<file path="src/rtl/ddr3_rx_pkg.sv">
// Shared constants, burst mode type and Gray-code helpers for the DDR3 read capture path.
// No logic, so no latency or backpressure of its own.
package ddr3_rx_pkg;

    localparam int BEATS_BL8 = 8;
    localparam int BEATS_BC4 = 4;

    typedef enum logic {
        MODE_BL8 = 1'b0,
        MODE_BC4 = 1'b1
    } mode_e;

    function automatic logic [7:0] bin2gray(input logic [7:0] b);
        return b ^ (b >> 1);
    endfunction

    function automatic logic [7:0] gray2bin(input logic [7:0] g);
        logic [7:0] b;
        b[7] = g[7];
        for (int i = 6; i >= 0; i--) begin
            b[i] = b[i+1] ^ g[i];
        end
        return b;
    endfunction

endpackage

</file>
<file path="src/rtl/ddr3_rx_burst_buffer_if.sv">
// Byte-lane read capture bus: PHY-side listen/strobe/DQ inputs and the drain valid/ready port.
// Pure wiring; the drain side stalls on rd_ready low with rd_data/rd_last held.
interface ddr3_rx_burst_buffer_if #(
    parameter int DW = 16
) ();
    logic          listen;
    logic          bc4;
    logic          strobe;
    logic [DW-1:0] din;
    logic          rd_ready;
    logic          rd_valid;
    logic [DW-1:0] rd_data;
    logic          rd_last;
    logic          overflow;

    modport master (
        output listen, bc4, strobe, din, rd_ready,
        input  rd_valid, rd_data, rd_last, overflow
    );

    modport slave (
        input  listen, bc4, strobe, din, rd_ready,
        output rd_valid, rd_data, rd_last, overflow
    );
endinterface

</file>
<file path="src/rtl/ddr3_strobe_filter.sv">
// DQS delay line and gate, per-burst edge counter and Gray write pointer in the strobe domain.
// Pointer advances on the final falling edge; no backpressure (admission is controlled upstream).
module ddr3_strobe_filter
    import ddr3_rx_pkg::*;
#(
    parameter int SLOTS      = 4,
    parameter int DLY_STAGES = 5,
    localparam int AW        = $clog2(SLOTS),
    localparam int PW        = AW + 1
) (
    input  logic          clk_i,
    input  logic          reset_i,
    input  logic          strobe_i,
    input  logic          listen_acc_i,
    input  logic          bc4_i,
    output logic          fstrobe_o,
    output logic          fstrobe_n_o,
    output logic [1:0]    edge_cnt_o,
    output logic [AW-1:0] wr_slot_o,
    output logic [PW-1:0] wr_gray_o
);

    (* dont_touch = "true" *) logic [DLY_STAGES:0] dly;

    assign dly[0] = strobe_i;
    for (genvar g = 0; g < DLY_STAGES; g++) begin : g_dly
        assign dly[g+1] = dly[g];
    end

    // F0 is set from clk and cleared from the strobe domain; two toggles keep each flop single-clocked.
    logic  set_tog_q, clr_tog_q, clr_tog_d;
    mode_e mode_q;
    logic  f0;

    always_ff @(posedge clk_i or posedge reset_i) begin
        if (reset_i) begin
            set_tog_q <= 1'b0;
            mode_q    <= MODE_BL8;
        end else if (listen_acc_i) begin
            set_tog_q <= ~set_tog_q;
            mode_q    <= bc4_i ? MODE_BC4 : MODE_BL8;
        end
    end

    assign f0          = set_tog_q ^ clr_tog_q;
    assign fstrobe_o   = dly[DLY_STAGES] & (listen_acc_i | f0);
    assign fstrobe_n_o = ~fstrobe_o;

    logic [1:0]    edge_cnt_q, edge_cnt_d, last_edge;
    logic [PW-1:0] wr_ptr_q, wr_ptr_d, wr_gray_q;
    logic          final_edge;

    assign last_edge  = (mode_q == MODE_BC4) ? 2'(BEATS_BC4 / 2 - 1) : 2'(BEATS_BL8 / 2 - 1);
    assign final_edge = (edge_cnt_q == last_edge);

    always_comb begin
        edge_cnt_d = edge_cnt_q + 2'd1;
        wr_ptr_d   = wr_ptr_q;
        clr_tog_d  = clr_tog_q;
        if (final_edge) begin
            edge_cnt_d = 2'd0;
            wr_ptr_d   = wr_ptr_q + PW'(1);
            clr_tog_d  = ~clr_tog_q;
        end
    end

    always_ff @(posedge fstrobe_n_o or posedge reset_i) begin
        if (reset_i) begin
            edge_cnt_q <= 2'd0;
            wr_ptr_q   <= '0;
            wr_gray_q  <= '0;
            clr_tog_q  <= 1'b0;
        end else begin
            edge_cnt_q <= edge_cnt_d;
            wr_ptr_q   <= wr_ptr_d;
            wr_gray_q  <= PW'(bin2gray(8'(wr_ptr_d)));
            clr_tog_q  <= clr_tog_d;
        end
    end

    assign edge_cnt_o = edge_cnt_q;
    assign wr_slot_o  = wr_ptr_q[AW-1:0];
    assign wr_gray_o  = wr_gray_q;

endmodule

</file>
<file path="src/rtl/ddr3_rx_burst_buffer.sv">
// DDR3 byte-lane read capture ring: DQ captured on both DQS edges, drained beat by beat in clk.
// rd_valid 2 clk after burst end; 1 beat/clk; rd_ready low holds the beat; listen dropped when full.
module ddr3_rx_burst_buffer
    import ddr3_rx_pkg::*;
#(
    parameter int DW         = 16,
    parameter int SLOTS      = 4,
    parameter int DLY_STAGES = 5,
    localparam int AW        = $clog2(SLOTS),
    localparam int PW        = AW + 1
) (
    input  logic                   clk,
    input  logic                   reset,
    ddr3_rx_burst_buffer_if.slave  rx
);

    logic [PW-1:0] issued_q, rd_ptr_q, outstanding, wr_gray, sync1_q, sync2_q, wr_ptr_sync;
    logic [AW-1:0] wr_slot, rd_slot;
    logic [1:0]    edge_cnt;
    logic [2:0]    rd_beat_q, last_beat;
    logic          listen_acc, slots_full, fstrobe, fstrobe_n, overflow_q, pop;
    mode_e         mode_q [SLOTS];

    assign outstanding = issued_q - rd_ptr_q;
    assign slots_full  = (outstanding == PW'(SLOTS));
    assign listen_acc  = rx.listen & ~slots_full;

    ddr3_strobe_filter #(
        .SLOTS      (SLOTS),
        .DLY_STAGES (DLY_STAGES)
    ) u_filter (
        .clk_i        (clk),
        .reset_i      (reset),
        .strobe_i     (rx.strobe),
        .listen_acc_i (listen_acc),
        .bc4_i        (rx.bc4),
        .fstrobe_o    (fstrobe),
        .fstrobe_n_o  (fstrobe_n),
        .edge_cnt_o   (edge_cnt),
        .wr_slot_o    (wr_slot),
        .wr_gray_o    (wr_gray)
    );

    // Even beats land on rising edges, odd beats on falling edges; one array per edge keeps a single writer each.
    logic [DW-1:0] mem_even_q [SLOTS][4];
    logic [DW-1:0] mem_odd_q  [SLOTS][4];

    always_ff @(posedge fstrobe or posedge reset) begin
        if (reset) begin
            for (int s = 0; s < SLOTS; s++)
                for (int b = 0; b < 4; b++)
                    mem_even_q[s][b] <= '0;
        end else begin
            mem_even_q[wr_slot][edge_cnt] <= rx.din;
        end
    end

    always_ff @(posedge fstrobe_n or posedge reset) begin
        if (reset) begin
            for (int s = 0; s < SLOTS; s++)
                for (int b = 0; b < 4; b++)
                    mem_odd_q[s][b] <= '0;
        end else begin
            mem_odd_q[wr_slot][edge_cnt] <= rx.din;
        end
    end

    always_ff @(posedge clk or posedge reset) begin
        if (reset) begin
            sync1_q <= '0;
            sync2_q <= '0;
        end else begin
            sync1_q <= wr_gray;
            sync2_q <= sync1_q;
        end
    end

    assign wr_ptr_sync = PW'(gray2bin(8'(sync2_q)));

    assign rd_slot     = rd_ptr_q[AW-1:0];
    assign last_beat   = (mode_q[rd_slot] == MODE_BC4) ? 3'(BEATS_BC4 - 1) : 3'(BEATS_BL8 - 1);
    assign rx.rd_valid = (wr_ptr_sync != rd_ptr_q);
    assign rx.rd_last  = (rd_beat_q == last_beat);
    assign rx.rd_data  = rd_beat_q[0] ? mem_odd_q[rd_slot][rd_beat_q[2:1]]
                                      : mem_even_q[rd_slot][rd_beat_q[2:1]];
    assign rx.overflow = overflow_q;
    assign pop         = rx.rd_valid & rx.rd_ready;

    always_ff @(posedge clk or posedge reset) begin
        if (reset) begin
            issued_q   <= '0;
            overflow_q <= 1'b0;
            for (int s = 0; s < SLOTS; s++) mode_q[s] <= MODE_BL8;
        end else begin
            if (listen_acc) begin
                issued_q                 <= issued_q + PW'(1);
                mode_q[issued_q[AW-1:0]] <= rx.bc4 ? MODE_BC4 : MODE_BL8;
            end
            if (rx.listen & slots_full) overflow_q <= 1'b1;
        end
    end

    always_ff @(posedge clk or posedge reset) begin
        if (reset) begin
            rd_ptr_q  <= '0;
            rd_beat_q <= 3'd0;
        end else if (pop) begin
            if (rx.rd_last) begin
                rd_ptr_q  <= rd_ptr_q + PW'(1);
                rd_beat_q <= 3'd0;
            end else begin
                rd_beat_q <= rd_beat_q + 3'd1;
            end
        end
    end

endmodule

</file>
<file path="src/flat_wrapper.sv">
// flat-port wrapper written by rule: the top's interface ports become plain ports
module ddr3_rx_burst_buffer_flat import ddr3_rx_pkg::*;
#(
    parameter int DW         = 16,
    parameter int SLOTS      = 4,
    parameter int DLY_STAGES = 5,
    localparam int AW        = $clog2(SLOTS),
    localparam int PW        = AW + 1
)
  (clk, reset, rx_listen, rx_bc4, rx_strobe, rx_din, rx_rd_ready, rx_rd_valid, rx_rd_data, rx_rd_last, rx_overflow);
  ddr3_rx_burst_buffer_if #(.DW(DW)) rx_i ();
  input  logic clk;
  input  logic reset;
  input wire logic [$bits(rx_i.listen)-1:0] rx_listen;
  input wire logic [$bits(rx_i.bc4)-1:0] rx_bc4;
  input wire logic [$bits(rx_i.strobe)-1:0] rx_strobe;
  input wire logic [$bits(rx_i.din)-1:0] rx_din;
  input wire logic [$bits(rx_i.rd_ready)-1:0] rx_rd_ready;
  output wire logic [$bits(rx_i.rd_valid)-1:0] rx_rd_valid;
  output wire logic [$bits(rx_i.rd_data)-1:0] rx_rd_data;
  output wire logic [$bits(rx_i.rd_last)-1:0] rx_rd_last;
  output wire logic [$bits(rx_i.overflow)-1:0] rx_overflow;
  assign rx_i.listen = rx_listen;
  assign rx_i.bc4 = rx_bc4;
  assign rx_i.strobe = rx_strobe;
  assign rx_i.din = rx_din;
  assign rx_i.rd_ready = rx_rd_ready;
  assign rx_rd_valid = rx_i.rd_valid;
  assign rx_rd_data = rx_i.rd_data;
  assign rx_rd_last = rx_i.rd_last;
  assign rx_overflow = rx_i.overflow;
  ddr3_rx_burst_buffer #(.DW(DW), .SLOTS(SLOTS), .DLY_STAGES(DLY_STAGES)) u_core (.clk(clk), .reset(reset), .rx(rx_i));
endmodule
</file>
<file path="config.mk">
export PLATFORM = sky130hd
export DESIGN_NAME = ddr3_rx_burst_buffer_flat
export DESIGN_NICKNAME = d
export VERILOG_FILES = /design/src/rtl/ddr3_rx_pkg.sv /design/src/rtl/ddr3_rx_burst_buffer_if.sv /design/src/rtl/ddr3_strobe_filter.sv /design/src/rtl/ddr3_rx_burst_buffer.sv /design/src/flat_wrapper.sv
export SDC_FILE = /design/constraint.sdc
export NUM_CORES = 1
export LEC_CHECK = 0
export ABC_CLOCK_PERIOD_IN_PS = 17500
export CORE_UTILIZATION = 57
export DETAILED_ROUTE_END_ITERATION = 10
export DONT_BUFFER_PORTS = 1
export PLACE_DENSITY = 0.75
export SYNTH_ARGS = -nofsm -noshare
export SYNTH_HDL_FRONTEND = slang
export SYNTH_HIERARCHICAL = 1
export SYNTH_SLANG_ARGS = --single-unit
</file>
<file path="constraint.sdc">
create_clock -name clk -period 17.5 [get_ports clk]
set_input_delay 1.75 -clock clk [delete_from_list [all_inputs] [get_ports clk]]
set_output_delay 1.75 -clock clk [all_outputs]
set_load 0.02 [all_outputs]
</file>
# Word level (Yosys, flattened, before mapping)
# Index checks and enable logic that the tools add are counted.
op_classes:
  n_mux: 31
  n_lt_le_gt_ge: 8
  add_sub_neg: 6
  eq_ne: 4
  n_reduce_logical: 4
  bitwise: 17
op_table:
  columns: ["operator", "count"]
  rows:
  - ["$bwmux 256", 2]
  - ["$mux 64", 5]
  - ["$bmux 64 s2", 2]
  - ["$demux 64 s2", 1]
  - ["$mux 16", 6]
  - ["$bmux 16 s2", 2]
  - ["$demux 16 s2", 1]
  - ["$ge 3x3->1 const B", 5]
  - ["$not 2->3", 5]
  - ["$add 3x1->3 const B", 4]
  - ["$lt 3x1->1 const B", 3]
  - ["$mux 3", 3]
  - ["$and 1x1->1", 4]
  - ["$bwmux 4", 1]
  - ["$mux 1", 4]
  - ["$mux 2", 2]
  - ["$eq 3x3->1", 1]
  - ["$eq 3x3->1 const B", 1]
  - ["$logic_and 1x1->1", 3]
  - ["$ne 3x3->1", 1]
  - ["$not 1->1", 3]
  - ["$sub 3x3->3", 1]
  - ["$xor 1x1->1", 3]
  - ["$xor 3x2->3", 1]
  - ["other kinds (6)", 6]
word_totals:
  in_bits: 22
  output_inout_bits: 19
  reg_bits: 543
  wordCells: 118

# Longest topological paths before layout
# Gate-level depths: netlist of run 1.
depth:
  word_depth: 8
  mapped_depth: 10

# Hierarchy
# The synthesis of run 1 kept the hierarchy.
by_module_without_submodules:
  columns: ["module", "area_each_um2", "n_inst", "seq_area_each_um2", "cells_each"]
  rows:
  - ["ddr3_rx_burst_buffer", 23145.9, 1, 13312.8, 2228]
  - ["ddr3_strobe_filter", 478.0, 1, 250.2, 41]

==> impl_results.md, run 1 <==
* Clock root buffer: clkbuf_16
* First-pass iteration count of the detailed router at 7
* Final standard cell utilization of the core at 0.5931
* Violation count after the first detailed-routing iteration at 1793
* Count of buffers inserted at the top-level ports at 0
* Most used flip-flop cell after synthesis: dfrtp_1
* Final weighted congestion of routability-driven global placement at 0.8541
* Worst-case setup slack after placement at 11790 ps
* Clock-pin transition on the worst setup and hold timing paths at 60 ps
* Number of warnings printed during yosys synthesis at 6
* Final critical-path share of the clock period at 0.3401
* Via Count at 16.42k
* Worst VDD drop at 0.1553 mV
* Class of the tightest hold or removal check: reg -> reg
* Total routed wirelength at 60.62 mm
* Deepest clock path buffer count at 2
* Full die area at 0.04226 mm^2
* CTS tree: done
* Worst-case clock skew at 2.236 ps
* Filler Cell Count at 3235
* Post-synth ARST share at 1.000
* Syn_nets at 2300
* Die height at 205.6 um
* Type of the worst setup path: reg -> out
* Flops & latches, synth at 542
* Result of the run: finished clean
* Internal portion of total power at 1.315 mW
* Worst r2r path cells at 6
* Post-CTS Setup Inserts at 0
* Quantity of hold-fixing buffers added after cts at 0
* PD cells at 94.58 mW/mm^2
* Antenna violations before repair at 0
* Number of CTS-inserted buffers at 3
* Crit path max fanout at 54
* Buf+Inv Stages, Crit Path at 2
* Number of gates given a new drive strength after cts at 0
* Peak clock frequency supported by timing at 168.0 MHz
* Row count at 74
* Leading cell types by count after synthesis: 1301 x nand2_1, 534 x dfrtp_1, 161 x mux4_2
* Element type at the critical path end: output pin
* Proportion of power drawn by flip-flops and latches at 0.372
* Post-route setup slack at 11550 ps
* Critical-path cell with the highest stage delay: dfrtp_4
* Placed wire-length estimate at 38.21 mm
* Leak at 12.55 nW
* Top cells by area in the synthesized netlist: dfrtp_1 57%, nand2_1 21%, mux4_2 15%
* Family with the most delay on the worst path: buffers and inverters
* Final critical path time including I/O delays and setup at 5951 ps
* Post-Syn Instances at 2269
* Worst Max-Slew Pin Slew at 1477 ps
* Biggest area consumer among synthesized cells: dfrtp_1
* Startpoint type of the worst setup path: register
* Core ar. at 0.04083 mm^2
* Remaining max-slew budget at the tightest pin at 0.01503
* Count of flip-flops with a built-in enable after synthesis at 0
* Cell with the most instances after synthesis: nand2_1
* Initial core utilization at 0.5786
* Wire length of the first global-routing pass at 94.80 mm
* Mapped cell area at 0.02362 mm^2
* Ratio of cells with drive above 1 in the final layout at 0.1150
* Number of violations of the max-capacitance limit at 0
* Worst hold path stage count at 0
* Switching share of power at 0.4260
* Die width at 205.6 um
* Critical Path AT at 4200 ps
* Number of global-route vias before repair at 16.48k
* Data required time of the worst path at 15750 ps
* Number of antenna diodes at 0
* Instance count on the critical path at 5
* Sequential cell area fraction in the yosys report at 0.5741
* Setup TNS at 0 ps
* Area added between synthesis and finish at 2.511%
* Delay of the slowest critical-path stage at 840 ps
* # H-tree levels at 1
* Mean instance size in the synthesized netlist at 10.41 um^2
* GRT Util Overall at 0.2988
* RSZ-0062 raised after global routing: false
* Number of nets in the layout at 2206
* Clock network latency to the later pin of the worst-skew pair at 250 ps
* Remaining global-route overflow at 0
* Register pins left without a clock at 520
* Clock share of power at 0.028
* Final Hold Viols at 0
* Combinational cell fraction of total power at 0.600
* Vias/cell at 6.068
* Setup Viol. Count Final at 0
* Number of unconstrained endpoints at 523
* Drc violations at 0
* Average detailed-routed wire length per instance at 22.40 um
* Cells traversed along the worst timing path: buf_4 -> buf_4 -> mux4_2 -> mux4_2 -> mux2_2
* Switching power of the nets at 975.7 uW
* Max Transition Viols Final at 0
* I/O Pins at 41
* Synth unique cells at 38
* Maximum number of pins on one net before global-route repair at 258
* Post-synth top area share at 0.5656
* Residual antenna-violating net count after detailed routing at 0
[layout make-up]
cell class,instances,area [um^2],area share
clock buffers,3,75.07,0.003100
clock inverters,1,30.03,0.001240
inverters,8,42.54,0.001757
multi-input cells,1579,9498,0.3922
flip-flops and latches,542,13570,0.5605
well taps,532,665.6,0.02749
repair buffers,41,332.8,0.01374
[sequential cells by signal (all words and copies together) (netlist names)]
register,count
u_core/issued_q,3
u_core/u_filter/set_tog_q,1
u_core/u_filter/edge_cnt_o,2
u_core/mode_q,4
u_core/rd_ptr_q,3
u_core/mem_odd_q,256
u_core/u_filter/wr_gray_o,3
u_core/mem_even_q,256
u_core/rd_beat_q,3
u_core/rx.overflow,1
u_core/sync2_q,3
u_core/sync1_q,3
u_core/u_filter/clr_tog_q,1
u_core/u_filter/wr_ptr_q,2
u_core/u_filter/mode_q,1
[worst register-to-register path, delay by kind of cell, from the launching register on]
| kind | cells | cell delay (ps) |
|---|---|---|
| compound gates | 1 | 870 |
| mux | 1 | 330 |
| fa+ha+maj | 1 | 270 |
| flops | 1 | 840 |
| simple gates | 2 | 420 |
| xor+xnor | 1 | 100 |
[power groups by stage]
stage / Combinational [mW] / Clock (mW) / Sequential [mW]
finish: 1.37 / 0.0638 / 0.853
global placement: 1.32 / 0 / 0.837
floorplan: 1.09 / 0 / 0.847
detailed placement: 1.36 / 0 / 0.843
CTS: 1.37 / 0.0650 / 0.846
global route: 1.48 / 0.0667 / 0.876
[kinds of logic after synthesis]
| logic type | synth area share |
|---|---|
| AO/OA/AOI/OAI | 0.002860 |
| AND/OR/NAND/NOR | 0.2201 |
| XOR/XNOR | 0.005932 |
| buffers and inverters | 0.02616 |
| flip-flops | 0.5741 |
| adder cells (fa/ha/maj) | 0.004767 |
| multiplexers | 0.1660 |
[worst paths after layout]
kind | start | end | slack (ps)
worst max register to register | u_core/rd_ptr_q[0]$_DFFE_PP0P_ | u_core/mode_q[0]$_DFFE_PP0P_ | 14560
worst min register to register | u_core/sync1_q[2]$_DFF_PP0_ | u_core/sync2_q[2]$_DFF_PP0_ | 350
max in group asynchronous | reset | u_core/rd_ptr_q[0]$_DFFE_PP0P_ | 15170
min in group asynchronous | reset | u_core/u_filter/set_tog_q$_DFFE_PP0P_ | 1360
worst min-delay path | u_core/sync1_q[2]$_DFF_PP0_ | u_core/sync2_q[2]$_DFF_PP0_ | 350
worst max-delay path | u_core/rd_ptr_q[0]$_DFFE_PP0P_ | rx_rd_data[7] | 11550
[cell usage in the layout, fill, tap and decap left out, drive strengths merged, types with 9 or more instances in the layout]
master	count
mux2	26
nor2b	9
ha	9
dfrtp	534
nand3	9
nor2	13
buf	41
mux4	161
nand2	1302
xnor2	12
[per-layer routing]
metal | vias to the layer above | GRT usage | part of all wire
li1 | 7112 | - | -
met1 | 8377 | 0.4293 | 0.40
met5 | - | 0 | 0
met2 | 826 | 0.4698 | 0.46
met4 | 0 | 0.07804 | 0.027
met3 | 105 | 0.06129 | 0.11
[through the flow]
stage,hold slack [ps],cells,total power [mW],instance area (um^2)
final,352.5,2706,2.290,24220
after global placement,332.7,2702,2.160,24110
after floorplan,331.2,2269,1.942,23620
after detailed placement,341.9,2702,2.206,24110
after global routing,367.0,2706,2.421,24220
after CTS,355.1,2706,2.279,24220
(Power assumes the default switching activity.)
==> run 2, diff against run 1 <==
Settings changed: ABC_CLOCK_PERIOD_IN_PS 17500 to 5160.
Clock period 17.5 ns to 5.16 ns, I/O delays scaled along.
==> impl_results.md, run 2 (same netlist as run 1, synthesis figures left out) <==
* Placed inst area at 0.02418 mm^2 (+0.30%)
* Register pins left without a clock at 520 (unchanged)
* Core ar. at 0.04083 mm^2 (unchanged)
* Area added between synthesis and finish at 2.817%
* # placed instances at 2707 (+0.19%)
* Number of violations of the max-capacitance limit at 0 (unchanged)
* Average detailed-routed wire length per instance at 22.75 um (+1.6%)
* Number of global-route vias before repair at 16.98k (+3.0%)
* Critical-path cell with the highest stage delay: dfrtp_4
* Worst path most repeated cell: mux4_2
* Remaining max-slew budget at the tightest pin at 0.1350 (+0.1199)
* Full die area at 0.04226 mm^2 (unchanged)
* Violation count after the first detailed-routing iteration at 1662 (-7.3%)
* Type of the worst setup path: reg -> out
* Final Hold Viols at 0 (unchanged)
* Largest registers: u_core/mem_even_q (256), u_core/mem_odd_q (256), u_core/mode_q (4)
* Post-route setup slack at 1325 ps (-10220 ps)
* Crit path max fanout at 57 (+5.6%)
* GRT Util Overall at 0.3052 (+0.006375)
* Delay of the slowest critical-path stage at 1030 ps (+190 ps)
* Final critical-path share of the clock period at 0.7431
* Clock root buffer: clkbuf_16
* Family with the most delay on the worst path: multiplexers
* Top library cells by usage in the layout, fill and taps aside: 1299 x nand2_1, 530 x dfrtp_1, 161 x mux4_2, 40 x buf_4, 25 x mux2_2
* Deepest clock path buffer count at 2 (unchanged)
* Drc violations at 0 (unchanged)
* Placed wire-length estimate at 39.92 mm (+4.5%)
* Clock network latency to the later pin of the worst-skew pair at 260 ps (about the same)
* Fin cells at 2711 (+0.18%)
* Worst-case clock skew at 1.078 ps (-1.158 ps)
* Multi-input gate area at 0.009495 mm^2 (about the same)
* PD cells at 320.6 mW/mm^2 (+240%)
* Startpoint type of the worst setup path: register
* Worst-case setup slack after placement at 1588 ps (-10200 ps)
* # H-tree levels at 1 (unchanged)
* Number of CTS-inserted buffers at 3 (unchanged)
* Worst Max-Slew Pin Slew at 1298 ps (-179.9 ps)
* Via Count at 16.36k (-0.36%)
* Result of the run: finished clean
* Die height at 205.6 um (unchanged)
* Max Transition Viols Final at 0 (unchanged)
* Critical Path AT at 3320 ps (-880 ps)
* Most common cell after layout, fill and taps aside: nand2_1
* Number of nets in the layout at 2211 (+0.23%)
* Ratio of cells with drive above 1 in the final layout at 0.1166 (+0.001572)
* Buf+Inv Stages, Crit Path at 1 (-1)
* Element type at the critical path end: output pin
* I/O Pins at 41 (unchanged)
* Wire length of the first global-routing pass at 97.02 mm (+2.3%)
* Residual antenna-violating net count after detailed routing at 0 (unchanged)
* Leak at 12.58 nW (+0.25%)
* Final critical path time including I/O delays and setup at 3835 ps
* Count of buffers inserted at the top-level ports at 0 (unchanged)
* Number of antenna diodes at 0 (unchanged)
* Initial core utilization at 0.5786 (unchanged)
* Maximum number of pins on one net before global-route repair at 258 (unchanged)
* Setup Viol. Count Final at 0 (unchanged)
* Register Area at 0.01357 mm^2 (unchanged)
* Class of the tightest hold or removal check: in -> async
* Number of gates given a new drive strength after cts at 0 (unchanged)
* CTS tree: done
* Critical register-to-register path startpoint: u_core/rd_ptr_q[1]$_DFFE_PP0P_
* Data required time of the worst path at 4640 ps (-11110 ps)
* Antenna violations before repair at 0 (unchanged)
* First-pass iteration count of the detailed router at 7 (unchanged)
* Cells traversed along the worst timing path: buf_4 -> mux4_2 -> mux4_2 -> mux2_2
* Final instance area at 0.02429 mm^2 (+0.30%)
* Launch point of the critical path: u_core/rd_ptr_q[1]$_DFFE_PP0P_
* Remaining global-route overflow at 0 (unchanged)
* Number of unconstrained endpoints at 523 (unchanged)
* Filler Cell Count at 3230 (-0.15%)
* Final weighted congestion of routability-driven global placement at 0.8716 (+2.0%)
* Quantity of hold-fixing buffers added after cts at 0 (unchanged)
* Total routed wirelength at 61.68 mm (+1.7%)
* Worst VDD drop at 0.5040 mV (+220%)
* Peak clock frequency supported by timing at 260.8 MHz
* Vias/cell at 6.035 (-0.54%)
* Row count at 74 (unchanged)
* Die width at 205.6 um (unchanged)
* Worst Hold Margin at 135.2 ps (-217.3 ps)
* Clock-pin transition on the worst setup and hold timing paths at 60 ps (about the same)
* Post-CTS Setup Inserts at 0 (unchanged)
* RSZ-0062 raised after global routing: false
run 2: cell types whose count changed in the layout (fill, tap and decap cells not counted), sizes merged:
cell      delta
clkinvlp     +1
buf          +5
inv          -1
run 2: layout make-up:
class / count / share of cell area
Clock buffer: 3 / 0.003091
Tap cell: 532 / 0.02740
Multi-Input combinational cell: 1579 / 0.3909
Timing Repair Buffer: 46 / 0.01695
Sequential cell: 542 / 0.5588
Inverter: 8 / 0.001597
Clock inverter: 1 / 0.001236
run 2: through the flow:
step	TNS [ps]	utilization	total power [mW]
2_1_floorplan	-51760	-	6.589
3_3_place_gp	0	0.5920	7.337
3_5_place_dp	0	0.5923	7.520
4_1_cts	0	0.5949	7.771
5_1_grt	0	0.5949	8.252
6_report	0	0.5949	7.786
run 2: report_power, final:
part | internal [mW] | switching [mW] | leakage [nW]
Clock | 0.154 | 0.0613 | 0.0511
Sequential | 2.24 | 0.705 | 6.66
Combinational | 2.09 | 2.53 | 5.87
run 2: final timing paths:
kind                                                       to  slack, ps  cells after the start
min in group clk                  u_core/sync2_q[0]$_DFF_PP0_        350                      0
hold reg to reg                   u_core/sync2_q[0]$_DFF_PP0_        350                      0
setup / recovery                               rx_rd_data[11]       1330                      4
max in group asynchronous      u_core/rd_ptr_q[1]$_DFFE_PP0P_       3620                      2
setup reg to reg                 u_core/mode_q[0]$_DFFE_PP0P_       2090                      7
hold / removal             u_core/u_filter/mode_q$_DFFE_PP0P_        140                      1
run 2: worst register-to-register path, cell delays in order (launching register included):
cell and delay (ps):
dfrtp_4 1030, inv_1 140, ha_1 220, nor2b_1 130, xnor2_1 100, a31oi_1 790, nand2_1 220, mux2_2 310
run 2: metal layers:
| metal | global-route usage | vias to the layer above | wire [um] |
|---|---|---|---|
| li1 | - | 7126 | - |
| met1 | 0.4147 | 8333 | 24040 |
| met2 | 0.4912 | 762 | 29010 |
| met3 | 0.07254 | 140 | 6655 |
| met4 | 0.09312 | 0 | 1979 |
| met5 | 0 | - | 0 |
